$ cat src/rtl/alu_issue_stage_pkg.sv
// Shared definitions for the ALU issue stage: opcodes, FSM states and default sizes.
package alu_issue_stage_pkg;

    localparam int DEF_DATA_W   = 8;
    localparam int DEF_NUM_REGS = 4;

    localparam logic [2:0] OP_ADD = 3'b000;
    localparam logic [2:0] OP_SUB = 3'b001;
    localparam logic [2:0] OP_MUL = 3'b010;
    localparam logic [2:0] OP_DIV = 3'b011;
    localparam logic [2:0] OP_AND = 3'b100;
    localparam logic [2:0] OP_OR  = 3'b101;
    localparam logic [2:0] OP_XOR = 3'b110;
    localparam logic [2:0] OP_LDI = 3'b111;

    typedef enum logic [1:0] {
        IDLE = 2'd0,
        EXEC = 2'd1,
        WB   = 2'd2
    } state_t;

endpackage

$ cat src/rtl/alu_issue_stage_regfile_2r1w.sv
// Register file with two captured read ports, one write port and a combinational debug port.
module regfile_2r1w #(
    parameter int DATA_W   = 8,
    parameter int NUM_REGS = 4,
    parameter int IDX_W    = $clog2(NUM_REGS)
) (
    input  logic              clk,
    input  logic              reset,
    input  logic              rd_en,
    input  logic [IDX_W-1:0]  ra1,
    input  logic [IDX_W-1:0]  ra2,
    output logic [DATA_W-1:0] rdata1,
    output logic [DATA_W-1:0] rdata2,
    input  logic              we,
    input  logic [IDX_W-1:0]  wa,
    input  logic [DATA_W-1:0] wd,
    input  logic [IDX_W-1:0]  dbg_sel,
    output logic [DATA_W-1:0] dbg_data
);

    logic [DATA_W-1:0] mem [NUM_REGS];

    // Read ports only update on rd_en, so the captured operands hold between accepts.
    always_ff @(posedge clk) begin
        if (reset) begin
            for (int i = 0; i < NUM_REGS; i++) begin
                mem[i] <= '0;
            end
            rdata1 <= '0;
            rdata2 <= '0;
        end else begin
            if (we) begin
                mem[wa] <= wd;
            end
            if (rd_en) begin
                rdata1 <= mem[ra1];
                rdata2 <= mem[ra2];
            end
        end
    end

    assign dbg_data = mem[dbg_sel];

endmodule

$ cat src/rtl/alu_issue_stage.sv
// Issue stage feeding the 8-bit ALU: operand fetch, one-cycle execute, register write-back.
module alu_issue_stage
    import alu_issue_stage_pkg::*;
#(
    parameter int                 DATA_W     = DEF_DATA_W,
    parameter int                 NUM_REGS   = DEF_NUM_REGS,
    parameter logic [DATA_W-1:0]  DIV0_VALUE = 8'hFF,
    localparam int                IDX_W      = $clog2(NUM_REGS)
) (
    input  logic              clk,
    input  logic              reset,
    input  logic              in_valid,
    output logic              in_ready,
    input  logic [2:0]        in_op,
    input  logic [IDX_W-1:0]  in_rd,
    input  logic [IDX_W-1:0]  in_rs,
    input  logic [DATA_W-1:0] in_imm,
    output logic [DATA_W-1:0] alu_operand1,
    output logic [DATA_W-1:0] alu_operand2,
    output logic [2:0]        alu_operation,
    output logic              alu_enable,
    input  logic [DATA_W-1:0] alu_result,
    output logic              wb_valid,
    output logic [IDX_W-1:0]  wb_rd,
    output logic [DATA_W-1:0] wb_data,
    output logic              flag_zero,
    output logic              flag_div0,
    input  logic [IDX_W-1:0]  dbg_sel,
    output logic [DATA_W-1:0] dbg_data
);

    state_t            state;
    logic [IDX_W-1:0]  rd_q;
    logic [DATA_W-1:0] imm_q;
    logic              div0_q;
    logic              accept;
    logic              is_div0;
    logic [DATA_W-1:0] exec_result;

    assign in_ready = (state == IDLE);
    assign accept   = in_valid && in_ready;

    // alu_operation holds the latched opcode, so divide-by-zero is judged on the captured operand.
    assign is_div0    = (alu_operation == OP_DIV) && (alu_operand2 == '0);
    assign alu_enable = (state == EXEC) && (alu_operation != OP_LDI) && !is_div0;

    always_comb begin
        exec_result = alu_result;
        if (alu_operation == OP_LDI) begin
            exec_result = imm_q;
        end else if (is_div0) begin
            exec_result = DIV0_VALUE;
        end
    end

    regfile_2r1w #(
        .DATA_W   (DATA_W),
        .NUM_REGS (NUM_REGS),
        .IDX_W    (IDX_W)
    ) u_regfile (
        .clk      (clk),
        .reset    (reset),
        .rd_en    (accept),
        .ra1      (in_rd),
        .ra2      (in_rs),
        .rdata1   (alu_operand1),
        .rdata2   (alu_operand2),
        .we       (state == WB),
        .wa       (wb_rd),
        .wd       (wb_data),
        .dbg_sel  (dbg_sel),
        .dbg_data (dbg_data)
    );

    always_ff @(posedge clk) begin
        if (reset) begin
            state         <= IDLE;
            alu_operation <= '0;
            rd_q          <= '0;
            imm_q         <= '0;
            div0_q        <= 1'b0;
            wb_valid      <= 1'b0;
            wb_rd         <= '0;
            wb_data       <= '0;
            flag_zero     <= 1'b0;
            flag_div0     <= 1'b0;
        end else begin
            case (state)
                IDLE: begin
                    if (accept) begin
                        alu_operation <= in_op;
                        rd_q          <= in_rd;
                        imm_q         <= in_imm;
                        state         <= EXEC;
                    end
                end
                EXEC: begin
                    wb_valid <= 1'b1;
                    wb_rd    <= rd_q;
                    wb_data  <= exec_result;
                    div0_q   <= is_div0;
                    state    <= WB;
                end
                WB: begin
                    wb_valid  <= 1'b0;
                    flag_zero <= (wb_data == '0);
                    flag_div0 <= div0_q;
                    state     <= IDLE;
                end
                default: begin
                    wb_valid <= 1'b0;
                    state    <= IDLE;
                end
            endcase
        end
    end

endmodule
$ cat config.mk
export PLATFORM = sky130hd
export DESIGN_NAME = alu_issue_stage
export DESIGN_NICKNAME = d
export VERILOG_FILES = /design/src/rtl/alu_issue_stage_pkg.sv /design/src/rtl/alu_issue_stage_regfile_2r1w.sv /design/src/rtl/alu_issue_stage.sv
export SDC_FILE = /design/constraint.sdc
export NUM_CORES = 1
export LEC_CHECK = 0
export CAP_MARGIN = 5
export CORE_ASPECT_RATIO = 0.6
export CORE_MARGIN = 4
export CORE_UTILIZATION = 35
export DETAILED_ROUTE_END_ITERATION = 16
export GPL_TIMING_DRIVEN = 0
export PLACE_DENSITY = 0.57
export SETUP_SLACK_MARGIN = 0.3
export SLEW_MARGIN = 20
export SYNTH_ARGS = -nofsm -noshare
export SYNTH_HDL_FRONTEND = slang
export SYNTH_SLANG_ARGS = --single-unit
$ cat constraint.sdc
create_clock -name clk -period 1.8 [get_ports clk]
set_input_delay 0.18 -clock clk [delete_from_list [all_inputs] [get_ports clk]]
set_output_delay 0.18 -clock clk [all_outputs]
set_load 0.01 [all_outputs]
==> results of run 1 <==
[logic make-up after synthesis]
family	count (synthesis)	synth area share, %
multiplexers	24	15.2
AO/OA/AOI/OAI	51	8.30
buffers and inverters	25	3.27
AND/OR/NAND/NOR	143	20.9
flip-flops	77	52.3
[area by class of cell]
type,instances,area [sq um]
plain buffers,24,161
clock buffers,11,233
clock inverters,5,75.1
fillers,902,4770
inverters,1,3.75
multi-input cells,218,1680
flip-flops and latches,77,1900
well taps,135,169
repair buffers,92,890
[state kept, by name, indices dropped and copies added, names as in the netlist]
signal and flops:
state 2, u_regfile.rdata1 8, imm_q 8, u_regfile.mem 32, flag_div0 1, wb_data 8, rd_q 2, wb_valid 1
flag_zero 1, u_regfile.rdata2 8, alu_operation 3, div0_q 1, wb_rd 2
[worst max-delay path, stage by stage (launching register included)]
cell and delay, ps:
dfxtp_4 350, nor4_4 380, nand3_4 140, and3_4 180
buf_6 110
[worst max-delay path by stage]
stage / cells past startpoint / start / slack [ps] / to
6_report: 4 / u_regfile.rdata2[1] / 110 / alu_enable
3_3_place_gp: 4 / alu_operation[1] / -440 / alu_enable
4_1_cts: 4 / u_regfile.rdata2[2] / 80 / alu_enable
5_1_grt: 4 / u_regfile.rdata2[1] / 30 / alu_enable
3_5_place_dp: 4 / alu_operation[1] / -470 / alu_enable
2_1_floorplan: 4 / state[1] / 330 / u_regfile.mem[2][0]
[cells in the final DEF (no fill, tap or decap), types with 2 or more instances in the layout]
master            n
clkbuf_4          2
clkbuf_16         9
clkbuf_1          8
clkinv_2          3
dfxtp_2          13
buf_6            14
a21oi_1          34
nor4_4            2
and3b_1           2
nor4_1            2
dlymetal6s2s_1   11
edfxtp_1         32
a31oi_1           8
buf_4            32
clkdlybuf4s50_1  36
nor2_1           12
buf_2             6
dfxtp_4           6
dlygate4sd2_1     5
and2_1           32
dfxtp_1          26
bufinv_16         2
nand3_4           2
mux4_2           24
nand2_1          67
o221ai_1          8
or2_4             3
or3b_1            7
[power by group]
group	total, mW	switching (mW)	internal [mW]
logic	0.627	0.294	0.333
registers	1.98	0.0817	1.90
clock network	1.90	0.698	1.21
total	4.51	1.07	3.44
[layer usage]
layer  global-route usage [%]  share of wire (%)
met1                     27.4                 48
met3                     5.91                7.9
met4                     4.30               0.88
met2                     27.7                 43
met5                        0                  0
[what timing repair did]
action | in CTS | in global routing
pin swaps | 4 | 6
endpoints found under the setup margin | 85 | 99
gates resized for setup | 94 | 39
setup buffers | 21 | 9
==> impl_metrics.yaml, run 1 <==
route:
  routed_wl_microns: 10800
  postRouteAntennaNets: 0
  drt_iter0_markers: 310
  wl_per_cell_microns: 19.2
  num_vias: 2929
  drtPass1Iterations: 5
  drc: 0
  vias_per_cell: 5.20
timing:
  fmax_ghz: 0.593
  grt_setup_unrepaired: "yes"
  hold_viol_final: 0
  finalSetupTns_ps: 0
  setup_slack_ps: 113
  timing.hold.ws_ps: 244
  slew_violations: 0
  maxSlewHeadroom_pct: 51.2
  worstMarginPinSlew_ps: 732
  setup_viol: 0
  fin_crit_sh_pct: 93.7
  fin_crit_ps: 1690
  fin_skew_ps: 6.83
cells_and_area:
  finish.utilization_pct: 51.7
  drive_gt1_share_pct: 30.1
  layout.cells.non_filler: 563
  syn2layout_area_growth_pct: 43.6
  nets: 451
  stdcell_area_sq_mm: 0.00511
  n_antenna_cell: 0
setup_path:
  crit_arrival_ps: 1510
  worstSetupEndpointType: "primary output"
  path_class: "reg -> out"
  regToRegEndpoint: "u_regfile.mem[2][0]"
  reg2reg_depth: 5
  r2r_start: "state[0]"
  start_kind: "flip-flop"
  crit_fanout: 3
  cp.required_ps: 1620
  r2r_slack_ps: 270
placed_design:
  place_area_sq_mm: 0.00435
  globalplace.congestion: 0.827
  dp.cells: 517
  place_ws_ps: -471
  hpwlAfterDp_microns: 7460
  numPortBuffers: 62
global_routing:
  grt_max_degree: 13
  grt.total_usage_pct: 18.9
  grt_pass1_vias: 2927
  antenna_found_initial: 0
  grt_pass1_wl_microns: 16800
  overflow: 0
cts:
  clockRootBuffer: "clkbuf_16"
  clk_latency_ps: 340
  clockBufferDepth: 2
  cts.htree.levels: 3
  clock-sinks: 77
  path_clk_slew_ps: 60
  holdBufCountCts: 0
  cts_buffers: 9
  tritoncts: "built"
power:
  ir_drop_v: 0.000521
  power_density_mw_per_mm2: 884
  cellLeakagePower_nw: 2.07
  total_power_mw: 4.51
worst_hold_path:
  whs_endpoint: "rd_q[0]"
  whs_path_depth: 3
  hp-class: "in -> reg"
  hp-start: "in_rd[0]"
floorplanning:
  pin_count: 70
  dieArea_sq_mm: 0.0119
  core_area_sq_mm: 0.00988
  rows: 28
  die_w_microns: 138
  die_h_microns: 86.1
  initial_core_util_pct: 36.0
yosys:
  synth_top_area_share_pct: 27.0
  ys_ff_latch: 77
  postSynth.asyncResetShare_pct: 0
  synthesis.area_sq_mm: 0.00356
  synth_commonest_cells: "67 x nand2_1, 45 x dfxtp_1, 34 x a21oi_1"
  synth_edf_count: 32
  postSynth.topFlopCell: "dfxtp_1"
  synth_area_leaders: "edfxtp_1 27%, dfxtp_1 25%, mux4_2 15%, nand2_1 7.1%, and2_1 5.6%"
  ys_seq_area_share_pct: 52.3
  synth_cell_types: 31
  yosysWarnings: 0
  synth_top_area_cell: "edfxtp_1"
  syn_inst: 320
  syn_avg_cell_area_sq_um: 11.1
  synth.most_common_cell: "nand2_1"
  synth_fp_nets: 348
status:
  status: "complete, no violations"
flow_run:
  max_cap_violations: 0
(Power assumes the default switching activity.)
==> inputs of run 2 (changes only) <==
- CELL_PAD_IN_SITES_DETAIL_PLACEMENT: default -> 1
- CELL_PAD_IN_SITES_GLOBAL_PLACEMENT: default -> 2
- CORE_UTILIZATION: 35 -> 33
- CTS_CLUSTER_SIZE: default -> 20
- PLACE_DENSITY: 0.57 -> 0.78
- TNS_END_PERCENT: default -> 1
==> run 2 against run 1 <==
Effect of this change: highest routed layer unchanged; cell area is 5.8% lower; critical endpoint unchanged; first-iteration DRC count fell by 24%; largest power group unchanged; total power down 4.6%.
==> impl_metrics.yaml, run 2 (synthesis gave the netlist of run 1 again) <==
status:
  status: "complete, no violations"
cells_and_area:
  layout.cells.non_filler: 550
  stdcell_area_sq_mm: 0.00481
  largest_reg_flops: 32
  layout_common_cells: "67 x nand2_1, 52 x clkdlybuf4s50_1, 37 x dfxtp_1"
  drive_gt1_share_pct: 23.1
  regMostFlops: "u_regfile.mem"
  finish.utilization_pct: 45.6
  n_antenna_cell: 0
  layout_commonest_cell: "nand2_1"
  syn2layout_area_growth_pct: 35.3
  multi_input_area_sq_mm: 0.00165
  fill_cells: 1141
  nets: 434
  seq_area_sq_mm: 0.00188
placed_design:
  hpwlAfterDp_microns: 7940
  place_ws_ps: -362
  numPortBuffers: 62
  dp.cells: 521
  globalplace.congestion: 0.798
  place_area_sq_mm: 0.00435
timing:
  timing.hold.ws_ps: 238
  fin_crit_sh_pct: 96.6
  worstMarginPinSlew_ps: 607
  fin_skew_ps: 7.72
  fmax_ghz: 0.575
  setup_viol: 0
  setup_slack_ps: 61.0
  slew_violations: 0
  hold_viol_final: 0
  maxSlewHeadroom_pct: 59.5
  finalSetupTns_ps: 0
  grt_setup_unrepaired: "yes"
  fin_crit_ps: 1740
worst_hold_path:
  whs_path_depth: 3
  hp-start: "in_rd[0]"
  hp-class: "in -> reg"
  whs_endpoint: "rd_q[0]"
floorplanning:
  core_area_sq_mm: 0.0106
  rows: 29
  die_h_microns: 88.4
  initial_core_util_pct: 33.7
  dieArea_sq_mm: 0.0126
  die_w_microns: 142
  pin_count: 70
setup_path:
  path_class: "reg -> out"
  r2r_start: "state[1]"
  crit_fanout: 2
  worstSetupEndpointType: "primary output"
  crit_arrival_ps: 1560
  start_kind: "flip-flop"
  regToRegEndpoint: "u_regfile.mem[2][1]"
  cp.required_ps: 1620
  r2r_slack_ps: 210
  reg2reg_depth: 4
route:
  routed_wl_microns: 10600
  num_vias: 2829
  drc: 0
  wl_per_cell_microns: 19.2
  vias_per_cell: 5.14
  postRouteAntennaNets: 0
  drtPass1Iterations: 4
  drt_iter0_markers: 237
global_routing:
  grt_pass1_vias: 2796
  antenna_found_initial: 0
  overflow: 0
  grt_max_degree: 15
  grt.total_usage_pct: 17.6
  grt_pass1_wl_microns: 16300
flow_run:
  max_cap_violations: 0
cts:
  path_clk_slew_ps: 60
  cts.htree.levels: 3
  clockRootBuffer: "clkbuf_16"
  clk_latency_ps: 340
  cts_buffers: 9
  clockBufferDepth: 2
  tritoncts: "built"
  clock-sinks: 77
power:
  cellLeakagePower_nw: 1.73
  total_power_mw: 4.31
  ir_drop_v: 0.000497
  power_density_mw_per_mm2: 895
run 2: cell count changes in the layout (fill, tap and decap cells not counted), sizes merged:
| cell | delta |
|---|---|
| dlygate4sd2 | -4 |
| clkdlybuf4s50 | +16 |
| clkinv | +1 |
| clkinvlp | +1 |
| bufinv | -2 |
| clkdlybuf4s15 | +4 |
| dlymetal6s2s | -11 |
| buf | -22 |
run 2: timing repair:
item | CTS | global route
hold buffers | 0 | 0
cloned | 0 | 0
endpoints found under the setup margin | 84 | 86
setup buffers | 11 | 2
resized for setup | 55 | 1
pin swaps | 4 | 4
run 2: how the worst max path moves through the flow:
stage	from	to	slack, ps	cells past startpoint
4_1_cts	u_regfile.rdata2[7]	alu_enable	90	4
5_1_grt	u_regfile.rdata2[7]	alu_enable	20	4
3_5_place_dp	alu_operation[1]	alu_enable	-360	4
6_report	u_regfile.rdata2[7]	alu_enable	60	4
2_1_floorplan	state[1]	u_regfile.mem[2][0]	330	4
3_3_place_gp	alu_operation[1]	alu_enable	-340	4
run 2: final cells by class:
type,count,share of cell area [%]
timing repair buffer,75,14.5
clock buffer,11,5.28
clock inverter,5,0.728
multi-input combinational,218,34.3
sequential,77,39.0
tap,139,3.61
inverter,1,0.0780
buffer,24,2.55
run 2: routing by layer:
layer  up-vias  track usage, %  wire (microns)
li1       1337               -               -
met1      1389            27.0            5490
met2        99            24.4            4250
met3         4            4.86             779
met4         0            4.18              33
met5         -               0               0
run 2: where the power goes:
| group | total, mW | internal [mW] | leakage, nW | switching, mW |
|---|---|---|---|---|
| registers | 2.00 | 1.90 | 0.703 | 0.0964 |
| clock network | 1.75 | 1.02 | 0.141 | 0.733 |
| logic | 0.559 | 0.297 | 0.884 | 0.262 |
run 2: critical path: stages (launching register included):
cell	delay [ps]
dfxtp_4	350
nor4bb_4	350
nand3_2	200
and3_4	200
buf_6	110
==> inputs of run 3 (changes only) <==
- PLACE_DENSITY: 0.78 -> default
- PLACE_DENSITY_LB_ADDON: default -> 0.1
==> run 3 against run 2 <==
Effect of this change: critical path depth fell by 2; via count rose by 1.6%; highest routed layer unchanged; critical path type unchanged; sequential share of layout area fell by 0.89 points; register-to-register slack got worse by 40 ps; cell count rose by 2.7%; largest cell class unchanged.
==> impl_metrics.yaml, run 3 (synthesis gave the netlist of run 1 again) <==
status:
  status: "complete, no violations"
floorplanning:
  dieArea_sq_mm: 0.0126
  pin_count: 70
  initial_core_util_pct: 33.7
  die_w_microns: 142
  rows: 29
  core_area_sq_mm: 0.0106
  die_h_microns: 88.4
setup_path:
  cp.required_ps: 1620
  regToRegEndpoint: "u_regfile.mem[3][5]"
  start_kind: "flip-flop"
  r2r_slack_ps: 170
  crit_fanout: 2
  r2r_start: "state[0]"
  crit_end: "dbg_data[3]"
  cp-startpoint: "u_regfile.mem[2][3]"
  reg2reg_depth: 2
  crit_arrival_ps: 1560
  path_class: "reg -> out"
  worstSetupEndpointType: "primary output"
timing:
  maxSlewHeadroom_pct: 52.3
  finalSetupTns_ps: 0
  fin_crit_ps: 1740
  fin_skew_ps: 9.53
  hold_viol_final: 0
  worstMarginPinSlew_ps: 711
  setup_viol: 0
  timing.hold.ws_ps: 247
  setup_slack_ps: 58.4
  fin_crit_sh_pct: 96.8
  grt_setup_unrepaired: "yes"
  slew_violations: 0
  fmax_ghz: 0.574
route:
  wl_per_cell_microns: 20.0
  postRouteAntennaNets: 0
  num_vias: 2873
  routed_wl_microns: 11300
  drt_iter0_markers: 173
  vias_per_cell: 5.08
  drc: 0
  drtPass1Iterations: 4
cells_and_area:
  layout_commonest_cell: "nand2_1"
  drive_gt1_share_pct: 24.4
  syn2layout_area_growth_pct: 38.4
  n_antenna_cell: 0
  regMostFlops: "u_regfile.mem"
  stdcell_area_sq_mm: 0.00492
  largest_reg_flops: 32
  layout.cells.non_filler: 565
  layout_common_cells: "67 x nand2_1, 52 x clkdlybuf4s50_1, 38 x dfxtp_1"
  nets: 449
  fill_cells: 1172
  finish.utilization_pct: 46.6
placed_design:
  place_ws_ps: -372
  place_area_sq_mm: 0.00435
  numPortBuffers: 62
  globalplace.congestion: 0.831
  hpwlAfterDp_microns: 8360
  dp.cells: 521
worst_hold_path:
  hp-class: "in -> reg"
  whs_path_depth: 3
global_routing:
  grt_max_degree: 15
  overflow: 0
  antenna_found_initial: 0
  grt.total_usage_pct: 18.4
  grt_pass1_wl_microns: 17200
  grt_pass1_vias: 2884
power:
  power_density_mw_per_mm2: 861
  total_power_mw: 4.24
  cellLeakagePower_nw: 1.80
  ir_drop_v: 0.000507
cts:
  tritoncts: "built"
  path_clk_slew_ps: 60
  clockBufferDepth: 2
  cts.htree.levels: 3
  clk_latency_ps: 330
  cts_buffers: 9
  clock-sinks: 77
  clockRootBuffer: "clkbuf_16"
flow_run:
  max_cap_violations: 0
run 3: worst max-delay path, stage by stage, from the launching register on:
cell,delay (ps)
edfxtp_1,460
mux4_2,500
clkdlybuf4s15_1,260
run 3: power breakdown:
| part | total [mW] | switching, mW | internal, mW |
|---|---|---|---|
| sequential | 2.00 | 0.0973 | 1.90 |
| combinational | 0.578 | 0.268 | 0.310 |
| clock | 1.66 | 0.726 | 0.937 |
| total | 4.24 | 1.09 | 3.15 |
run 3: how the worst min path moves through the flow:
stage                    from       end
finish               in_rd[0]   rd_q[0]
global route         in_rd[0]   rd_q[0]
CTS                  in_rd[0]   rd_q[0]
detailed placement   imm_q[3]  imm_q[3]
global placement     imm_q[3]  imm_q[3]
floorplan           in_imm[0]  imm_q[0]
run 3: final cells by class:
type                            count  area (sq um)  share of cell area [%]
Tap cell                          139           174                    3.53
Inverter                            1          3.75                  0.0763
Sequential cell                    77          1880                    38.1
Buffer                             24           123                    2.49
Timing Repair Buffer               90           827                    16.8
Clock inverter                      7          48.8                   0.991
Multi-Input combinational cell    218          1650                    33.4
Clock buffer                        9           225                    4.58
run 3: repair_timing:
action | CTS | global route
resized for setup | 38 | 5
cloned | 0 | 0
pin swaps | 3 | 3
buffers inserted | 19 | 9
hold buffers | 0 | 0
endpoints found under the setup margin | 85 | 72
run 3: metal layers:
metal	wire, microns	track usage (%)
met1	5750	28.7
met2	4730	26.4
met3	752	4.21
met4	48	3.05
met5	0	0
